[config.mk]
export PLATFORM = sky130hd
export DESIGN_NAME = cayde_imem_loader
export DESIGN_NICKNAME = d
export VERILOG_FILES = /design/src/rtl/cayde_pkg.sv /design/src/rtl/cayde_byte_packer.sv /design/src/rtl/cayde_imem_loader.sv
export SDC_FILE = /design/constraint.sdc
export NUM_CORES = 1
export LEC_CHECK = 0
export BUFFER_PORTS_ARGS = -buffer_cell sky130_fd_sc_hd__buf_2
export CORE_MARGIN = 5
export CORE_UTILIZATION = 29
export CTS_CLUSTER_DIAMETER = 150
export DETAILED_ROUTE_END_ITERATION = 7
export GPL_ROUTABILITY_DRIVEN = 0
export PLACE_DENSITY = 0.46
export SYNTH_ARGS = -nofsm -noshare
export SYNTH_HDL_FRONTEND = slang
export SYNTH_SLANG_ARGS = --single-unit
[constraint.sdc]
create_clock -name clk -period 4.1 [get_ports clk]
set_input_delay 0.82 -clock clk [delete_from_list [all_inputs] [get_ports clk]]
set_output_delay 0.82 -clock clk [all_outputs]
set_load 0.01 [all_outputs]
[src/rtl/cayde_pkg.sv]
// Shared definitions for the cayde instruction-memory loader: frame start
// byte, word/lane geometry and the loader state enum.
// Optional checksum support is selected with CAYDE_LOADER_CSUM_EN.
package cayde_pkg;

  localparam logic [7:0] CAYDE_MAGIC = 8'hCA;

  localparam int unsigned BYTE_W = 8;
  localparam int unsigned LANES  = 4;
  localparam int unsigned LANE_W = 2;
  localparam int unsigned WORD_W = BYTE_W * LANES;

  localparam logic [LANE_W-1:0] LAST_LANE = 2'd3;

  typedef enum logic [2:0] {
    ST_IDLE,
    ST_COUNT,
    ST_DATA,
`ifdef CAYDE_LOADER_CSUM_EN
    ST_CSUM,
`endif
    ST_FIN
  } loader_state_t;

endpackage

[src/rtl/cayde_byte_packer.sv]
// Assembles four little-endian bytes into a 32-bit word. The word is
// presented combinationally on the cycle the lane-3 byte arrives, so the
// caller can register it together with the write strobe.
module cayde_byte_packer
  import cayde_pkg::*;
(
  input  logic              clk,
  input  logic              rst,
  input  logic              clear,
  input  logic              byte_valid,
  input  logic [BYTE_W-1:0] byte_in,
  output logic              word_valid,
  output logic [WORD_W-1:0] word
);

  logic [LANE_W-1:0] lane_q;
  logic [23:0]       low_q;

  // Lane counter and storage for the three lower byte lanes
  always_ff @(posedge clk or negedge rst) begin
    if (!rst) begin
      lane_q <= '0;
      low_q  <= '0;
    end else if (clear) begin
      lane_q <= '0;
    end else if (byte_valid) begin
      lane_q <= lane_q + 1'b1;
      case (lane_q)
        2'd0:    low_q[7:0]   <= byte_in;
        2'd1:    low_q[15:8]  <= byte_in;
        2'd2:    low_q[23:16] <= byte_in;
        default: ;
      endcase
    end
  end

  // Completed word: lane-3 byte bypasses storage
  always_comb begin
    word_valid = byte_valid && (lane_q == LAST_LANE);
    word       = {byte_in, low_q};
  end

endmodule

[src/rtl/cayde_imem_loader.sv]
// Framed byte-stream loader for the cayde instruction memory. Accepts
// MAGIC, CNT, 4*(CNT+1) data bytes and writes packed words into memory
// while holding the core in reset.
// Define CAYDE_LOADER_CSUM_EN to require a trailing XOR checksum byte.
module cayde_imem_loader
  import cayde_pkg::*;
#(
  parameter int unsigned ADDR_W = 9,
  parameter logic [7:0]  MAGIC  = CAYDE_MAGIC
) (
  input  logic              clk,
  input  logic              rst,
  input  logic              in_valid,
  input  logic [7:0]        in_data,
  output logic              in_ready,
  output logic              mem_we,
  output logic [ADDR_W-1:0] mem_addr,
  output logic [31:0]       mem_wdata,
  output logic              core_hold,
  output logic              done,
  output logic              error
);

  localparam int unsigned IDX_W = ADDR_W - 2;

  loader_state_t state_q, state_d;

  logic [IDX_W-1:0] cnt_q;
  logic [IDX_W-1:0] idx_q;
  logic             fail_q;

  logic        accept;
  logic        oversize;
  logic        last_word;
  logic        set_hold;
  logic        set_fail;
  logic        latch_cnt;
  logic        pk_valid;
  logic        word_valid;
  logic        wr_en;
  logic        done_d;
  logic        error_d;
  logic [31:0] pk_word;

`ifdef CAYDE_LOADER_CSUM_EN
  logic [7:0] csum_q;
  logic       csum_ok;
  assign csum_ok = (in_data == csum_q);
`endif

  assign accept    = in_valid & in_ready;
  assign oversize  = 32'(in_data) >= (32'd1 << IDX_W);
  assign last_word = (idx_q == cnt_q);

  cayde_byte_packer u_packer (
    .clk        (clk),
    .rst        (rst),
    .clear      (latch_cnt),
    .byte_valid (pk_valid),
    .byte_in    (in_data),
    .word_valid (word_valid),
    .word       (pk_word)
  );

  // State register
  always_ff @(posedge clk or negedge rst) begin
    if (!rst) state_q <= ST_IDLE;
    else      state_q <= state_d;
  end

  // Next-state logic and per-cycle control strobes
  always_comb begin
    state_d   = state_q;
    in_ready  = 1'b1;
    set_hold  = 1'b0;
    set_fail  = 1'b0;
    latch_cnt = 1'b0;
    pk_valid  = 1'b0;
    wr_en     = 1'b0;
    done_d    = 1'b0;
    error_d   = 1'b0;
    case (state_q)
      ST_IDLE: begin
        if (accept && (in_data == MAGIC)) begin
          set_hold = 1'b1;
          state_d  = ST_COUNT;
        end
      end
      ST_COUNT: begin
        if (accept) begin
          if (oversize) begin
            set_fail = 1'b1;
            state_d  = ST_FIN;
          end else begin
            latch_cnt = 1'b1;
            state_d   = ST_DATA;
          end
        end
      end
      ST_DATA: begin
        pk_valid = accept;
        if (word_valid) begin
          wr_en = 1'b1;
          if (last_word) begin
`ifdef CAYDE_LOADER_CSUM_EN
            state_d = ST_CSUM;
`else
            state_d = ST_FIN;
`endif
          end
        end
      end
`ifdef CAYDE_LOADER_CSUM_EN
      ST_CSUM: begin
        if (accept) begin
          set_fail = !csum_ok;
          state_d  = ST_FIN;
        end
      end
`endif
      ST_FIN: begin
        in_ready = 1'b0;
        done_d   = !fail_q;
        error_d  = fail_q;
        state_d  = ST_IDLE;
      end
      default: state_d = ST_IDLE;
    endcase
  end

  // Frame bookkeeping: word count, word index and failure flag
  always_ff @(posedge clk or negedge rst) begin
    if (!rst) begin
      cnt_q  <= '0;
      idx_q  <= '0;
      fail_q <= 1'b0;
    end else begin
      if (latch_cnt) begin
        cnt_q <= IDX_W'(in_data);
        idx_q <= '0;
      end else if (wr_en) begin
        idx_q <= idx_q + 1'b1;
      end
      if (set_hold)      fail_q <= 1'b0;
      else if (set_fail) fail_q <= 1'b1;
    end
  end

`ifdef CAYDE_LOADER_CSUM_EN
  // Running XOR over data bytes only
  always_ff @(posedge clk or negedge rst) begin
    if (!rst)           csum_q <= '0;
    else if (latch_cnt) csum_q <= '0;
    else if (pk_valid)  csum_q <= csum_q ^ in_data;
  end
`endif

  // Registered memory write port and status outputs
  always_ff @(posedge clk or negedge rst) begin
    if (!rst) begin
      mem_we    <= 1'b0;
      mem_addr  <= '0;
      mem_wdata <= '0;
      done      <= 1'b0;
      error     <= 1'b0;
      core_hold <= 1'b0;
    end else begin
      mem_we <= wr_en;
      if (wr_en) begin
        mem_addr  <= {idx_q, 2'b00};
        mem_wdata <= pk_word;
      end
      done  <= done_d;
      error <= error_d;
      // hold drops as the done/error pulse ends, unless a new frame starts
      if (set_hold)           core_hold <= 1'b1;
      else if (done || error) core_hold <= 1'b0;
    end
  end

endmodule

After elaboration in Yosys (flattened, before gate mapping)
Index checks and enable logic that the tools add are counted.
{ "op_classes": {"reduce_logical": 14, "n_shift": 0, "n_mux": 28, "n_eq_ne": 12, "n_mul": 0, "n_addsub": 2, "order_cmp": 1, "bitwise": 2, "div": 0} }
{ "op_table": {"columns": ["op", "n"], "rows": [
  ["1-bit 2-to-1 mux", 19],
  ["7-bit 2-to-1 mux", 2],
  ["3-bit 2-to-1 mux", 4],
  ["3-bit case mux with 3 select lines", 1],
  ["3-bit AND reduction", 3],
  ["8-bit equality test (second input constant)", 1],
  ["8-bit >= comparator (second input constant)", 1],
  ["2-bit nonzero test", 4],
  ["7-bit by 1-bit adder with 7-bit output (second input constant)", 1],
  ["7-bit equality test", 1],
  ["3-bit by 2-bit equality test with 1-bit output (second input constant)", 2],
  ["2-bit inequality test (second input constant)", 3],
  ["2-bit equality test (second input constant)", 2],
  ["2-bit 2-to-1 mux", 2],
  ["4-bit AND reduction", 1],
  ["3-bit by 1-bit equality test with 1-bit output (second input constant)", 1],
  ["3-bit zero test", 1],
  ["2-bit by 1-bit adder with 2-bit output (second input constant)", 1],
  ["2-bit by 1-bit equality test with 1-bit output (second input constant)", 1],
  ["1-bit logical AND", 2],
  ["2-bit zero test", 1],
  ["2-bit by 1-bit inequality test with 1-bit output (second input constant)", 1],
  ["1-bit bitwise AND", 1],
  ["1-bit zero test", 1],
  ["other kinds (2)", 2]
]} }
{ "totals": {"elab_cells": 73, "output_inout_bits": 46, "in_bits": 11, "mem_bits_ro": 0, "ramBits": 0, "latchBits": 0, "regBits": 87, "n_memories": 0} }

Depth between registers and ports, before layout
Gate-level depths: netlist (run 1).
{ "depth": {"word_depth": 9, "ltp_mapped": 8, "depth_no_buf": 7} }

Hierarchy
Synthesis (run 1) repeated with hierarchy kept, for this count alone.
{ "hier_totals": {"cells_unflattened": 334, "area_unflattened_um2": 3677.3} }
{ "by_module_without_submodules": {"columns": ["mod", "cells_each", "area_per_inst_um2", "seq_area_each_um2", "instances"], "rows": [
  ["cayde_imem_loader", 261, 2529.9, 1501.4, 1],
  ["cayde_byte_packer", 73, 1147.4, 650.6, 1]
]} }

Worst setup path after synthesis (run 1)
Ideal clock, no wire load.
{ "synth_timing": {"path_type": "input to register", "startpoint": "input port in_data[0]", "endpoint": "register state_q[0]", "arrival_time_ns": 2.042, "path_slack_ns": 1.934, "n_path_buf": 0, "setup_time_ns": 0.125, "cell_stages": 5, "t_required_ns": 3.975, "path_cell_list": "or4b_1 nor3_2 nor2_1 a21oi_2 mux2_2"} }
{ "synth_via": {"elab_chain_len": 4, "elab_cells_between_ends": 8, "classes_between": "1 x order compare; 2 x eq/ne; 3 x mux; 2 x reduce/logical"} }
{ "synth_lines": {"columns": ["element", "line", "rtl"], "rows": [
  ["from (decl)", "cayde_imem_loader.sv:14", "input logic [7:0] in_data,"],
  ["8-bit >= comparator / 8-bit equality test (equally long branches)", "cayde_imem_loader.sv:52, cayde_imem_loader.sv:84", null],
  ["1-bit 2-to-1 mux / 1-bit logical AND (equally long branches)", "cayde_imem_loader.sv:91, cayde_imem_loader.sv:84", null],
  ["3-bit 2-to-1 mux / 2-bit inequality test (equally long branches)", null, null],
  ["3-bit case mux with 3 select lines / 4-bit AND reduction (equally long branches)", null, null],
  ["to (signal assigned)", "cayde_imem_loader.sv:68", "else state_q <= state_d;"],
  ["to (decl)", "cayde_imem_loader.sv:26", "loader_state_t state_q, state_d;"]
]} }
Parallel ways exist; a longest one is shown, timed or not. The select of a mux whose other input is x is not followed.
A chain may end at the register's enable or synchronous reset.

Worst setup path in the final report (run 1)
{ "layout_timing": {"startpoint": "register state_q[0]", "endpoint": "register mem_wdata[17]"} }
{ "layout_via": {"elab_chain_len": 7, "elab_cells_between_ends": 8, "classes_between": "2 x eq/ne; 4 x mux; 1 x bitwise; 1 x reduce/logical"} }
{ "layout_lines": {"columns": ["element", "line", "rtl"], "rows": [
  ["3-bit by 2-bit equality test with 1-bit output", "cayde_imem_loader.sv:82", "case (state_q)"],
  ["1-bit 2-to-1 mux", "cayde_imem_loader.sv:82", null],
  ["1-bit bitwise AND", "cayde_imem_loader.sv:51", "assign accept = in_valid & in_ready;"],
  ["1-bit 2-to-1 mux", "cayde_imem_loader.sv:82", null],
  ["1-bit logical AND", "cayde_byte_packer.sv:39", "word_valid = byte_valid && (lane_q == LAST_LANE);"],
  ["1-bit 2-to-1 mux", "cayde_imem_loader.sv:102", "if (word_valid) begin"],
  ["1-bit 2-to-1 mux *", "cayde_imem_loader.sv:82", null],
  ["to (signal assigned)", "cayde_imem_loader.sv:171", "mem_wdata <= pk_word;"],
  ["to (decl)", "cayde_imem_loader.sv:18", "output logic [31:0] mem_wdata,"]
]} }
Mark *: on every way between the ends. The rest lies on a longest branch, timed or not.

==> impl_metrics.toml, run 1 <==
[timing]
tightest_slew_ns = 1.008
hold_viol = 0
period_share = 0.5701
relSlewSlack = 0.3254
fin_ws_ns = 1.763
post-route-min-period_ns = 2.337
finClkSkew_ns = 0.005534
setup_viol = 0
drv_slew = 0
tns_ns = 0
max_freq_mhz = 427.8
grt_setup_unrepaired = "false"

[clock_network]
numCtsBuffers = 9
postCtsSetupBuffers = 0
holdBufCountCts = 0
clk_latency_ns = 0.33
clockBufferDepth = 2
clk_pin_slew_worst_paths_ns = 0.06
htree_levels = 3
cts_resized = 0
cts-root-buf = "clkbuf_16"
tritoncts = "done"
cts.sinks = 86

[floorplanning]
dieWidth_um = 120.5
dieArea_mm2 = 0.01452
start_util = 0.2947
fp-row-count = 40
fp.coreArea_mm2 = 0.01201
ioPinCount = 57
fp.dieH_um = 120.5

[global_route]
grtUsageTotal = 0.1085
gr-usage-met2 = 0.1589
grt_start_max_net_pins = 69
first_global_vias = 2152
busiest_layer = "met2"
use_met1 = 0.1486
grt_use_met3 = 0.04677
grt_overflow = 0
antenna_found_initial = 0
grt_pass1_wl_um = 12010

[route]
postRouteAntennaNets = 0
vias = 2036
viasPerCell = 4.494
wirelength_um = 7344
post_drt_wl_per_cell_um = 16.21
drc = 0
dr.pass1.iters = 3
first_iter_violations = 95

[run]
maxCapViolations = 0

[worst_setup_path]
required_ns = 4.32
worstReg2RegEnd = "mem_wdata[17]"
critPathKind = "register to register"
critPathCaptureType = "register"
critPathTopFamily = "buffers and inverters"
r2r_start = "state_q[0]"
critPathBufInv = 2
slowest_stage = "and4b_2"
slowest_delay_ns = 0.56
reg2reg_depth = 5
startpoint_type = "register"
crit_chain = "inv_1 > ha_1 > and4b_2 > buf_4 > mux2_2"
cp_data_arrival_time_ns = 2.56
reg2reg_slack_ns = 1.76
worstPathMaxFanout = 29

[placed_design]
dp_slack_ns = 1.573
dp.cells = 437
dp_hpwl_um = 4991
portBuffers = 54

[pwr]
power.leakage_nw = 2.191
ir_drop_v = 0.0002998
p_clk_frac = 0.274
combPwrFrac = 0.261
totalPowerFinal_w = 0.002822
p_int_w = 0.001994
p_seq_frac = 0.465
sw_frac_of_total = 0.2931
p_per_area_mw_per_mm2 = 663.1
switchingPower_w = 0.0008271

[layout]
drive_above_1_share = 0.4902
final_core_util = 0.3543
diodes = 0
nFillCells = 1219
finalNetCount = 322
syn2layout_area_growth_pct = 20.22
layout.cells.non_filler = 453

[min_path]
worstHoldEndpoint = "done"
hold_path_class = "register to register"
whs_path_depth = 1
min_from = "fail_q"

[yosys]
synth_cell_types = 31
async_reset_ff_frac = 1.000
syn_avg_cell_area_um2 = 14.63
synth_area_mm2 = 0.003540
synth_cells = 242
synth-edff-count = 0
synth-main-ff-cell = "dfrtp_1"
yosys_register_bits = 86
ys_warn_count = 0
yosysSeqAreaShare = 0.6080

[outcome]
status = "completed"
## cells in the mapped netlist (2+ instances only)
cell      count  area (um^2)
nand2_1       6        22.52
ha_1         10        125.1
nand2b_1      3        18.77
xor2_1       12        105.1
dfrtp_1      86         2152
inv_1         5        18.77
nand4_1       3        18.77
nand2_2       3        18.77
a21oi_1       2        10.01
and3_1        2        12.51
nor2_1       12        45.04
buf_4         2        15.01
mux2_2       73        822.0
buf_2         6        30.03
## kinds of logic (layout without fill, tap and decap cells)
logic type / Yosys count / in the layout / synth area share
fa+ha+maj: 10 / 10 / 0.03535
simple gates: 38 / 38 / 0.05762
mux: 74 / 74 / 0.2351
buf+inv: 14 / 77 / 0.01909
other cells: 1 / 2 / 0.001059
flops: 86 / 86 / 0.6080
xor+xnor: 13 / 13 / 0.03217
compound gates: 6 / 6 / 0.01167
## power by group through the flow
stage	Sequential, W	Clock [W]	Combinational [W]
global route	0.00136	0.000841	0.000827
floorplan	0.00134	0	0.000471
finish	0.00131	0.000772	0.000738
CTS	0.00132	0.000802	0.000759
global placement	0.00133	0	0.000743
detailed placement	0.00134	0	0.000756
## through the flow
step | hold slack [ns] | cell area (um^2)
6_report | 0.4435 | 4255
5_1_grt | 0.4643 | 4255
4_1_cts | 0.4494 | 4255
3_5_place_dp | 0.4415 | 3968
3_3_place_gp | 0.4367 | 3968
2_1_floorplan | 0.4110 | 3543
## state kept, by name, indices dropped and copies added (netlist names)
| signal | cells |
|---|---|
| core_hold | 1 |
| mem_addr | 7 |
| idx_q | 7 |
| mem_wdata | 32 |
| u_packer.low_q | 24 |
| mem_we | 1 |
| state_q | 2 |
| u_packer.lane_q | 2 |
| fail_q | 1 |
| done | 1 |
| cnt_q | 7 |
| error | 1 |
## per-layer routing
metal  share of wire  up-vias
met5               0        -
met4          0.0083        0
met3           0.057        5
met2            0.45       50
met1            0.49     1020
li1                -      961
## area by class of cell
type / instances / area (um^2) / area share
clock buffer: 12 / 256.5 / 0.06028
clock inverter: 4 / 31.28 / 0.007351
inverter: 5 / 18.77 / 0.004410
multi-input combinational: 143 / 1325 / 0.3114
sequential: 86 / 2152 / 0.5057
tap: 147 / 183.9 / 0.04322
timing repair buffer: 56 / 287.8 / 0.06763
## worst max path at each step
stage | slack, ns | endpoint | start | cells past startpoint
2_1_floorplan | 1.93 | state_q[0] | in_data[0] | 5
3_3_place_gp | 1.61 | state_q[0] | in_data[0] | 6
6_report | 1.76 | mem_wdata[17] | state_q[0] | 5
5_1_grt | 1.63 | mem_wdata[23] | state_q[0] | 5
4_1_cts | 1.71 | mem_wdata[23] | state_q[0] | 5
3_5_place_dp | 1.57 | cnt_q[5] | in_data[7] | 4
## worst register-to-register path, cell delays in order, from the launching register on
cell and delay, ns:
dfrtp_1 0.43, inv_1 0.10, ha_1 0.25, and4b_2 0.56, buf_4 0.48, mux2_2 0.40
## placed cells by master (no fill, tap or decap), types with 3 or more instances in the layout
cell type	synthesis	layout
buf_2	6	53
buf_4	2	3
clkbuf_16	0	9
clkinv_4	0	3
dfrtp_1	86	86
ha_1	10	10
inv_1	5	5
mux2_2	73	73
nand2_1	6	6
nand2_2	3	3
nand2b_1	3	3
nand4_1	3	3
nor2_1	12	12
xor2_1	12	12
No activity file was read; power rests on OpenSTA's default activity.
==> inputs of run 2 (changes only) <==
ABC_AREA = 1   (was not set)
PLACE_DENSITY = 0.47   (was 0.46)
clock period = 2.1 ns   (was 4.1 ns; I/O delays follow)
==> run 2 against run 1 <==
Sequential power grew 99%. Core utilization grew 0.084 points. Sequential share of layout area shrank 2.0 points. Synthesized cell count up 66%. Critical path depth increased by 4. Sequential cell count stayed put. Clock skew is 0.0021 ns higher. Combinational power grew 110%. Synthesized area up 3.1%. Largest cell class unchanged.
==> impl_metrics.toml, run 2 <==
[clock_network]
postCtsSetupBuffers = 0
clockBufferDepth = 2
holdBufCountCts = 0
clk_pin_slew_worst_paths_ns = 0.06
clk_latency_ns = 0.34
tritoncts = "done"
cts.sinks = 86
cts-root-buf = "clkbuf_16"
numCtsBuffers = 9
htree_levels = 3
cts_resized = 0

[layout]
largest_reg_flops = 32
max_flop_register = "mem_wdata"
drive_above_1_share = 0.1880
finalNetCount = 485
nFillCells = 1310
final_core_util = 0.3551
largestRegisters = "mem_wdata: 32 flops, u_packer.low_q: 24 flops"
final_common_cell = "nand2_1"
diodes = 0
syn2layout_area_growth_pct = 21.33
layout.cells.most_common_list = "nand2_1 (159), dfrtp_1 (86), buf_2 (53)"
final_area_mm2 = 0.004427

[pwr]
totalPowerFinal_w = 0.005747
ir_drop_v = 0.0003955
p_per_area_mw_per_mm2 = 1298
power.leakage_nw = 2.445

[worst_setup_path]
critPathBufInv = 0
required_ns = 2.33
worstPathMaxFanout = 10
critPathCaptureType = "register"
startpoint_type = "register"
slowest_stage = "dfrtp_1"
critPathTopFamily = "simple AND/OR/NAND/NOR gates"
crit_chain = "ha_1 > nor2_4 > nand3_2 > nor2_1 > nand3_1 > nand2_1 > nand2_1 > nand2_1 > nand2_1"
reg2reg_slack_ns = 0.32
cp_data_arrival_time_ns = 2.01
cp_common_cell = "nand2_1"
critPathKind = "register to register"
slowest_delay_ns = 0.43

[timing]
fin_ws_ns = 0.3212
setup_viol = 0
max_freq_mhz = 562.2
finClkSkew_ns = 0.007613
post-route-min-period_ns = 1.779
grt_setup_unrepaired = "false"
hold_viol = 0
drv_slew = 0
tns_ns = 0
period_share = 0.8471

[global_route]
grt_start_max_net_pins = 37
first_global_vias = 2820
use_met1 = 0.1787
grt_pass1_wl_um = 14750
grt_use_met3 = 0.03296
gr-usage-met2 = 0.1889
grt_overflow = 0
antenna_found_initial = 0
grtUsageTotal = 0.1286
busiest_layer = "met2"

[yosys]
syn_avg_cell_area_um2 = 9.099
synth-main-ff-cell = "dfrtp_1"
ys_warn_count = 0
yosysMostFrequentCell = "nand2_1"
yosys_register_bits = 86
synth_cells = 401
synth_cell_types = 26
yosys.area.top_type = "dfrtp_1"
yosysSeqAreaShare = 0.5898
synthTopCellsByArea = "dfrtp_1 (59%), nand2_1 (16%), o21ai_0 (3.8%), inv_1 (3.5%), ha_1 (3.4%)"
synth_common_cells = "nand2_1 (159), dfrtp_1 (86), inv_1 (34)"
synth_area_mm2 = 0.003648
synth-edff-count = 0
yosysTopAreaCellShare = 0.5898
async_reset_ff_frac = 1.000

[placed_design]
portBuffers = 54
dp_slack_ns = 0.3214
placedInstanceArea_mm2 = 0.004145
dp_hpwl_um = 6147

[floorplanning]
fp.dieH_um = 122.2
fp-row-count = 41
dieArea_mm2 = 0.01492
ioPinCount = 57
fp.coreArea_mm2 = 0.01247
start_util = 0.2927
dieWidth_um = 122.2

[route]
first_iter_violations = 220
vias = 2716
dr.pass1.iters = 4
drc = 0
post_drt_wl_per_cell_um = 13.67
postRouteAntennaNets = 0
viasPerCell = 4.244
wirelength_um = 8748

[run]
maxCapViolations = 0

[outcome]
status = "completed"

[min_path]
hold_path_class = "input port to async pin"
## run 2: cell types whose count changed in the layout (fill, tap and decap cells not counted), sizes merged, moves of 2 or more
cell and change:
and3 -2, buf +11, inv +30, mux2 -73, nand2 +154, nand2b -3
nand3 +6, nor3 +2, o21ai +52, xor2 -7
## run 2: kinds of logic after synthesis
kind of cell               Yosys count  share of synthesized area
and+or+nand+nor                    191                     0.2195
adders and majority gates           10                    0.03429
xor gates and xnor gates             5                    0.01200
AOI/OAI and AO/OA                   57                    0.07853
buffers and inverters               51                    0.06481
other                                1                   0.001028
DFF                                 86                     0.5898
## run 2: worst paths after layout
| kind | cells after the start | end | startpoint |
|---|---|---|---|
| hold / removal | 1 | core_hold | rst |
| setup reg to reg | 9 | state_q[1] | state_q[0] |
| setup / recovery | 9 | state_q[1] | state_q[0] |
| hold reg to reg | 2 | mem_wdata[11] | u_packer.low_q[11] |
| max in group asynchronous | 2 | mem_wdata[18] | rst |
| min in group clk | 2 | mem_wdata[11] | u_packer.low_q[11] |
## run 2: through the flow
step	hold WS [ns]	instances
2_1_floorplan	0.1244	402
3_3_place_gp	0.4035	625
3_5_place_dp	0.4118	625
4_1_cts	0.04271	640
5_1_grt	0.05665	640
6_report	0.02426	640
## run 2: area by class of cell
cell class,count,area [um^2],share of cell area
Inverter,35,131.4,0.02968
Clock inverter,4,48.80,0.01102
Timing Repair Buffer,67,382.9,0.08649
Sequential cell,86,2152,0.4861
Clock buffer,11,232.7,0.05257
Tap cell,172,215.2,0.04861
Multi-Input combinational cell,265,1264,0.2855
## run 2: report_power, final
part	internal (W)	switching [W]	leakage (nW)	total, W
registers	0.00225	0.000367	1.14	0.00261
clock network	0.000914	0.000644	0.139	0.00156
logic	0.000644	0.000931	1.16	0.00157
## run 2: worst reg2reg max path, stage by stage (launching register included)
cell     delay [ns]
dfrtp_1        0.43
ha_1           0.28
nor2_4         0.19
nand3_2        0.22
nor2_1         0.17
nand3_1        0.09
nand2_1        0.10
nand2_1        0.08
nand2_1        0.06
nand2_1        0.05
## run 2: layer usage
metal	routed length, um	part of all wire
met1	4366	0.50
met2	3804	0.43
met3	385	0.044
met5	0	0
met4	192	0.022
